File: config.mk
export PLATFORM = sky130hd
export DESIGN_NAME = bounce_sprites
export DESIGN_NICKNAME = d
export VERILOG_FILES = /design/src/rtl/bounce_sprites.sv
export SDC_FILE = /design/constraint.sdc
export NUM_CORES = 1
export LEC_CHECK = 0
export ABC_AREA = 1
export BUFFER_PORTS_ARGS = -buffer_cell sky130_fd_sc_hd__buf_4
export CORE_ASPECT_RATIO = 0.8
export CORE_MARGIN = 4
export CORE_UTILIZATION = 35
export CTS_CLUSTER_DIAMETER = 60
export DETAILED_ROUTE_END_ITERATION = 8
export SETUP_SLACK_MARGIN = 0.5
export SYNTH_ARGS = -nofsm -noshare
export SYNTH_HDL_FRONTEND = slang
export SYNTH_SLANG_ARGS = --single-unit
export TNS_END_PERCENT = 1
File: constraint.sdc
create_clock -name clk -period 4.2 [get_ports clk]
set_input_delay 0.42 -clock clk [delete_from_list [all_inputs] [get_ports clk]]
set_output_delay 0.42 -clock clk [all_outputs]
set_load 0.01 [all_outputs]
File: src/rtl/bounce_sprites.sv
// bounce_sprites: NSPR bouncing sprites with shared speed control and sound events.
// Define SPRITE_COLLIDE_EN to make overlapping sprites reverse dx at the next frame tick.
module bounce_sprites #(
   parameter int NSPR  = 2,
   parameter int SPR_W = 80,
   parameter int SPR_H = 96,
   parameter int H_RES = 640,
   parameter int V_RES = 480,
   parameter int VMAX  = 7
) (
   input  logic       clk,
   input  logic       clr,
   input  logic [9:0] x_px,
   input  logic [9:0] y_px,
   input  logic       inc_vel,
   input  logic       dec_vel,
   output logic [2:0] color_px,
   output logic       mute,
   output logic [1:0] code_sound,
   output logic       snd_stb
);
   localparam logic signed [10:0] XMAX = 11'(H_RES - SPR_W);
   localparam logic signed [10:0] YMAX = 11'(V_RES - SPR_H);
   localparam logic signed [10:0] SW   = 11'(SPR_W);
   localparam logic signed [10:0] SH   = 11'(SPR_H);

   logic signed [10:0] r_x [NSPR];
   logic signed [10:0] r_y [NSPR];
   logic [NSPR-1:0]    r_dx, r_dy;
   logic [3:0]         r_vel;
   logic [2:0]         r_inc, r_dec;
   logic               r_go, r_stop;
   logic signed [10:0] w_ax [NSPR];
   logic signed [10:0] w_ay [NSPR];
   logic signed [10:0] w_nx [NSPR];
   logic signed [10:0] w_ny [NSPR];
   logic signed [10:0] w_sv, w_xs, w_ys;
   logic [NSPR-1:0]    w_flip, w_dxe, w_px, w_py, w_cov;
   logic               w_tick, w_inc, w_dec, w_ping, w_pong, w_snd;
   logic [3:0]         w_vel;
   logic [2:0]         w_col;

`ifdef SPRITE_COLLIDE_EN
   logic [NSPR-1:0]    r_hit;
   assign w_flip = r_hit;
`else
   assign w_flip = '0;
`endif

   assign w_tick = x_px == 10'd0 && y_px == 10'(V_RES);
   assign w_sv   = signed'({7'd0, r_vel});
   assign w_xs   = signed'({1'b0, x_px});
   assign w_ys   = signed'({1'b0, y_px});
   // r_inc/r_dec: [0],[1] synchroniser, [2] previous value for edge detect
   assign w_inc  = r_inc[1] & ~r_inc[2];
   assign w_dec  = r_dec[1] & ~r_dec[2];
   assign w_vel  = w_inc && !w_dec && r_vel != 4'(VMAX) ? r_vel + 4'd1 :
                   w_dec && !w_inc && r_vel != 4'd0    ? r_vel - 4'd1 : r_vel;
   assign w_ping = w_tick && (|w_px || |w_flip);
   assign w_pong = w_tick && |w_py;
   assign w_snd  = r_go || r_stop || w_ping || w_pong;

   always_comb begin
      for (int i = 0; i < NSPR; i++) begin
         w_dxe[i] = r_dx[i] ^ w_flip[i];
         w_ax[i]  = w_dxe[i] ? r_x[i] - w_sv : r_x[i] + w_sv;
         w_ay[i]  = r_dy[i] ? r_y[i] - w_sv : r_y[i] + w_sv;
         w_px[i]  = w_ax[i] < 0 || w_ax[i] > XMAX;
         w_py[i]  = w_ay[i] < 0 || w_ay[i] > YMAX;
         w_nx[i]  = w_ax[i] < 0 ? 11'sd0 : w_ax[i] > XMAX ? XMAX : w_ax[i];
         w_ny[i]  = w_ay[i] < 0 ? 11'sd0 : w_ay[i] > YMAX ? YMAX : w_ay[i];
         w_cov[i] = x_px < 10'(H_RES) && y_px < 10'(V_RES) &&
                    w_xs >= r_x[i] && w_xs < r_x[i] + SW &&
                    w_ys >= r_y[i] && w_ys < r_y[i] + SH;
      end
   end

   // walk downwards so the lowest covering index has the final say
   always_comb begin
      w_col = 3'd0;
      for (int i = NSPR - 1; i >= 0; i--) w_col = w_cov[i] ? 3'(i % 7 + 1) : w_col;
   end

   always_ff @(posedge clk or negedge clr) begin
      if (!clr) begin
         for (int i = 0; i < NSPR; i++) begin
            r_x[i]  <= 11'(i * 2 * SPR_W);
            r_y[i]  <= 11'((V_RES - SPR_H) / 2);
            r_dy[i] <= 1'(i % 2);
         end
         r_dx       <= '0;
         r_vel      <= 4'd1;
         r_inc      <= '0;
         r_dec      <= '0;
         r_go       <= 1'b0;
         r_stop     <= 1'b0;
         mute       <= 1'b0;
         code_sound <= 2'b00;
         snd_stb    <= 1'b0;
         color_px   <= 3'd0;
`ifdef SPRITE_COLLIDE_EN
         r_hit      <= '0;
`endif
      end else begin
         r_inc    <= {r_inc[1:0], inc_vel};
         r_dec    <= {r_dec[1:0], dec_vel};
         r_vel    <= w_vel;
         mute     <= w_vel == 4'd0;
         r_go     <= r_vel == 4'd0 && w_vel == 4'd1;
         r_stop   <= r_vel == 4'd1 && w_vel == 4'd0;
         snd_stb  <= w_snd;
         color_px <= w_col;
         if (w_snd) code_sound <= r_stop ? 2'b11 : r_go ? 2'b10 : w_ping ? 2'b00 : 2'b01;
         if (w_tick) begin
            for (int i = 0; i < NSPR; i++) begin
               r_x[i] <= w_nx[i];
               r_y[i] <= w_ny[i];
            end
            r_dx <= w_dxe ^ w_px;
            r_dy <= r_dy ^ w_py;
         end
`ifdef SPRITE_COLLIDE_EN
         r_hit <= w_tick ? '0 : r_hit | ($countones(w_cov) > 1 ? w_cov : '0);
`endif
      end
   end
endmodule

* After elaboration in Yosys (flattened, before gate mapping)
Cells that the tools add are included.
** Cells by class
- Reduce and logical (&&, ||, !) cells :: 33
- $lt $le $gt $ge :: 18
- Add/sub/neg operators :: 14
- Bitwise gates (word level) :: 6
- Eq/ne operators :: 4
- Mux-type cells :: 19
** Operators by type and width (count)
- 2-to-1 mux 11 bit :: 12
- adder 11 x 5 -> 11 bit :: 4
- adder 11 x 8 -> 11 bit (second input constant) :: 4
- >= comparator 11 bit :: 4
- less-than comparator 11 x 1 -> 1 bit (second input constant) :: 4
- less-than comparator 11 bit :: 4
- subtractor 11 x 5 -> 11 bit :: 4
- > comparator 11 x 10 -> 1 bit (second input constant) :: 2
- > comparator 11 bit (second input constant) :: 2
- logical AND 1 bit :: 18
- equality test 10 x 9 -> 1 bit (second input constant) :: 1
- zero test 10 bit :: 1
- less-than comparator 10 bit (second input constant) :: 1
- less-than comparator 10 x 9 -> 1 bit (second input constant) :: 1
- equality test 4 x 1 -> 1 bit (second input constant) :: 2
- zero test 4 bit :: 2
- 2-to-1 mux 2 bit :: 4
- 2-to-1 mux 4 bit :: 2
- logical OR 1 bit :: 7
- adder 4 x 1 -> 4 bit (second input constant) :: 1
- != test 4 x 3 -> 1 bit (second input constant) :: 1
- nonzero test 4 bit :: 1
- OR reduction 2 bit :: 2
- subtractor 4 x 1 -> 4 bit (second input constant) :: 1
- other kinds (5) :: 9
** Storage, ports and cells
- Flip-flop bits (word level) :: 66
- Output and inout port bits :: 7
- Input port bits :: 24
- Logic and storage cells :: 109

* Depth between registers and ports, before layout
- Depth after elaboration :: 9
- Gate-level depth with buffers :: 23

* Worst setup path before layout
Ideal clock, no wire load.
- Kind :: register -> register
- Start :: register r_vel[0]
- End :: register code_sound[0]
- Stages on the path, launching flop included :: 22
- Required time :: 4083 ps
- Setup time :: 117 ps
- Path slack :: 1320 ps
- Period minus slack after synthesis :: 2880 ps
- Arrival time :: 2763 ps
- Path through :: dfstp_2 > inv_1 > ha_1 > xor2_1 > nand2_1 > o21ai_0 > ha_1 > buf_6 > a21oi_2 > nand2_1 > nand2_1 > nand3_1 > nor2_1 > nand3_1 > nor2_1 > nand2_1 > nand2_2 > nand2_1 > a21oi_2 > nand2_2 > nand2_1 > nand2_1
** RTL lines
- start, declared :: line 30 : logic [3:0] r_vel;
- start signal, assigned :: line 107 : r_vel <= w_vel;
- adder 11 x 5 -> 11 bit / subtractor 11 x 5 -> 11 bit (equally long branches) :: line 66 : w_ax[i] = w_dxe[i] ? r_x[i] - w_sv : r_x[i] + w_sv;
- 2-to-1 mux 11 bit :: line 66
- less-than comparator 11 x 1 -> 1 bit / > comparator 11 bit (equally long branches) :: line 68 : w_px[i] = w_ax[i] < 0 || w_ax[i] > XMAX;
- logical OR 1 bit :: line 68
- OR reduction 2 bit :: line 59 : assign w_ping = w_tick && (|w_px || |w_flip);
- logical AND 1 bit :: line 59
- logical OR 1 bit :: line 61 : assign w_snd = r_go || r_stop || w_ping || w_pong;
- logical OR 1 bit (*) :: line 61
- net w_snd :: line 39 : logic w_tick, w_inc, w_dec, w_ping, w_pong, w_snd;
- end signal, assigned :: line 113 : if (w_snd) code_sound <= r_stop ? 2'b11 : r_go ? 2'b10 : w_ping ? 2'b00 : 2'b01;
- end, declared :: line 19 : output logic [1:0] code_sound,
Mark *: on every way through the listed nets, which the timed path passes. The rest lies on a longest branch.
A chain may end at the register's enable or synchronous reset.

* Final worst setup path
Ends and elaborated chain as after synthesis.

==> reports/results.md <==
• result of the run: finished clean
• leakage power total: 4.21 nW
• arrival time worst endpoint: 3700 ps
• all-layer global routing usage: 17.3%
• final total power: 2.64 mW
• total power divided by cell area: 329 nW/um2
• Netlist Area Pre-Place: 7110 um2
• post-detail-place hpwl: 16100 um
• wire length on met3: 959 um
• number of buffers on the longest clock path: 2
• crit path time final: 3470 ps
• via count: 6706
• CP peak stage delay: 630 ps
• number of enable flip-flop cells after synthesis: 0
• Layout Skew: 9.13 ps
• max_slew headroom: 44.0%
• clock buffer count from CTS: 9
• final total negative setup slack: 0 ps
• count of inserted antenna diode cells: 0
• routed vias/inst: 4.96
• commonest non-fill, non-tap cell in the layout: nand2_1
• area of the die: 22700 um2
• clock sink count: 62
• number of global-route vias before repair: 6248
• flip-flop and latch count after synthesis: 62
• count of synthesis-stage warnings from yosys: 0
• number of max-capacitance violations reported: 0
• post-cts hold buffer count: 0
• hold violation count in the final report: 0
• fraction of layout cells with a size suffix above 1: 9.09%
• average wire length per cell after detail routing: 14.5 um
• Root Buffer: clkbuf_16
• Finish-stage setup viols: 0
• remaining routing DRC violations: 0
• post-route ant nets: 0
• Post-layout nets: 1222
• type of the worst min-delay path: primary input to asynchronous set/reset pin
• met2 wirelength from detailed routing: 8470 um
• Die W: 167 um
• first-pass GRT wire length: 31700 um
• CTS clk-pin slew, worst paths: 60 ps
• std cell rows: 46
• total wirelength of the detailed-routed design: 19600 um
• H-tree levels: 3
• Main synth FF type: dfrtp_1
• Iter 0 DRT Violations: 461
• TritonCTS clock tree: built
• actual slew at the worst max-slew pin: 840 ps
• critical path cell sequence: inv_1 -> ha_1 -> xor2_4 -> nand2_1 -> o21ai_0 -> ha_2 -> nand2_1 -> nand2_1 -> nand2_1 -> nand2_1 -> nand2_1 -> nand3_1 -> nand2_1 -> nand2_1 -> nor2_1 -> nand2_1 -> nand2_2 -> nand2_1 -> a21oi_2 -> nand2_2 -> nand2_1 -> nand2_1
• post-synthesis net count: 1186
• worst setup path class: flop to flop
• pin count of the biggest net entering global routing: 63
• distinct cell type count after synthesis: 54
• antenna violations before repair: 0
• max-slew violations: 0
• area inside the core boundary: 19900 um2
• period utilization: 82.7%
• cell occurring most often along the worst timing path: nand2_1
• top layer used by detailed routing: met4
• commonest cells after routing, fill and taps aside: nand2_1, inv_1, ha_1, nand3_1, nor2_1
• number of I/O pins: 31
• Worst EP required: 4430 ps
• mean instance size in the synthesized netlist: 6.79 um2
• length of routed wiring on met1: 9930 um
• number of iterations in the first detailed-routing pass: 5
• largest fanout on the critical path: 9
• maximum VDD drop: 0.000210 V
• relative area change from synthesis to final layout: 12.9%
• Skew-Pair Late Insertion Delay: 340 ps
• category of the worst setup path launch point: flop
• crit end category: flop
• count of mapped cells out of synthesis: 1048
• overall overflow remaining after global route: 0
• async set-reset flop share out of synthesis: 100%
• effective utilization at floorplan: 35.7%
• cell type of the slowest stage on the worst timing path: dfstp_2
• global placement routability congestion: 0.877
• core occupancy in the finished layout: 40.3%
• setup repair after global routing missed its margin: no
• # port buffers: 29
• Max Clock Freq: 0.288 GHz
• Final Worst Setup Slack: 728 ps
• register area share after synthesis: 22.0%
• Die Span Y: 135 um
• post-placement setup slack: 667 ps
## routing by layer
layer	track usage (%)	up-vias
met2	27.1	156
met4	4.01	0
met3	2.92	20
met1	24.9	3010
met5	0	-
li1	-	3520
## state kept, by name, indices dropped and copies added (netlist names)
name and cells:
code_sound 2, color_px 2, mute 1, r_dec 3, r_dx 2, r_dy 2, r_go 1, r_inc 3
r_stop 1, r_vel 4, r_x 20, r_y 20, snd_stb 1
## repair_timing
item,4_1_cts,5_1_grt
gates resized for setup,0,9
setup buffers,0,2
setup endpoints to repair,0,7
## worst max-delay path: cells and delay by family, from the launching register on
kind	cells	cell delay [ps]
fa+ha+maj	2	690
compound gates	2	360
buf+inv	1	90
xor+xnor	1	250
flops	1	630
simple gates	16	1340
## logic make-up after synthesis
group	count (synthesis)	share of synthesized area, %
other cells	1	0.0527
buf+inv	190	10.3
fa+ha+maj	114	20.5
simple gates	504	31.2
compound gates	152	12.9
flops	62	22.0
xor+xnor	25	3.08
## metrics by stage
| step | cell area, um2 | std cells | hold WS (ps) |
|---|---|---|---|
| floorplan | 7110 | 1048 | 124 |
| global placement | 7630 | 1335 | 349 |
| detailed placement | 7630 | 1335 | 346 |
| CTS | 7980 | 1351 | 180 |
| global route | 8030 | 1353 | 182 |
| finish | 8030 | 1353 | 164 |
## cell usage after synthesis, drive strengths merged (4+ instances only)
cell,instances,area [um2]
inv,182,686
dfrtp,54,1350
nand3,77,390
nor3,8,51.3
nand4,23,150
xor2,22,193
nor4,5,58.8
ha,110,1380
o21bai,11,93.8
nor2,72,300
a211oi,4,30.0
o22ai,17,106
dfstp,8,210
a21oi,53,288
buf,6,41.3
o21ai,49,249
nand3b,7,52.6
fa,4,80.1
nand2,308,1190
## area by class of cell
class,count,area (um2)
Fill cell,2113,11900
Multi-Input combinational cell,796,4860
Sequential cell,62,1560
Inverter,183,689
Tap cell,264,330
Clock buffer,11,243
Timing Repair Buffer,32,240
Clock inverter,5,106
## final timing paths
path	start	endpoint	slack, ps	cells after the start
setup / recovery	r_vel[0]	code_sound[0]	730	22
hold / removal	clr	r_x[16]	160	1
setup reg to reg	r_vel[0]	code_sound[0]	730	22
hold reg to reg	r_inc[0]	r_inc[1]	350	0
max in group asynchronous	clr	r_vel[2]	3420	1
min in group clk	dec_vel	r_dec[0]	190	1
## power by group
| part | internal, mW | total (mW) | switching (mW) |
|---|---|---|---|
| combinational | 0.373 | 1.05 | 0.677 |
| sequential | 0.641 | 0.705 | 0.0635 |
| clock | 0.597 | 0.886 | 0.289 |
| total | 1.61 | 2.64 | 1.03 |
No activity file was read; power rests on OpenSTA's default activity.
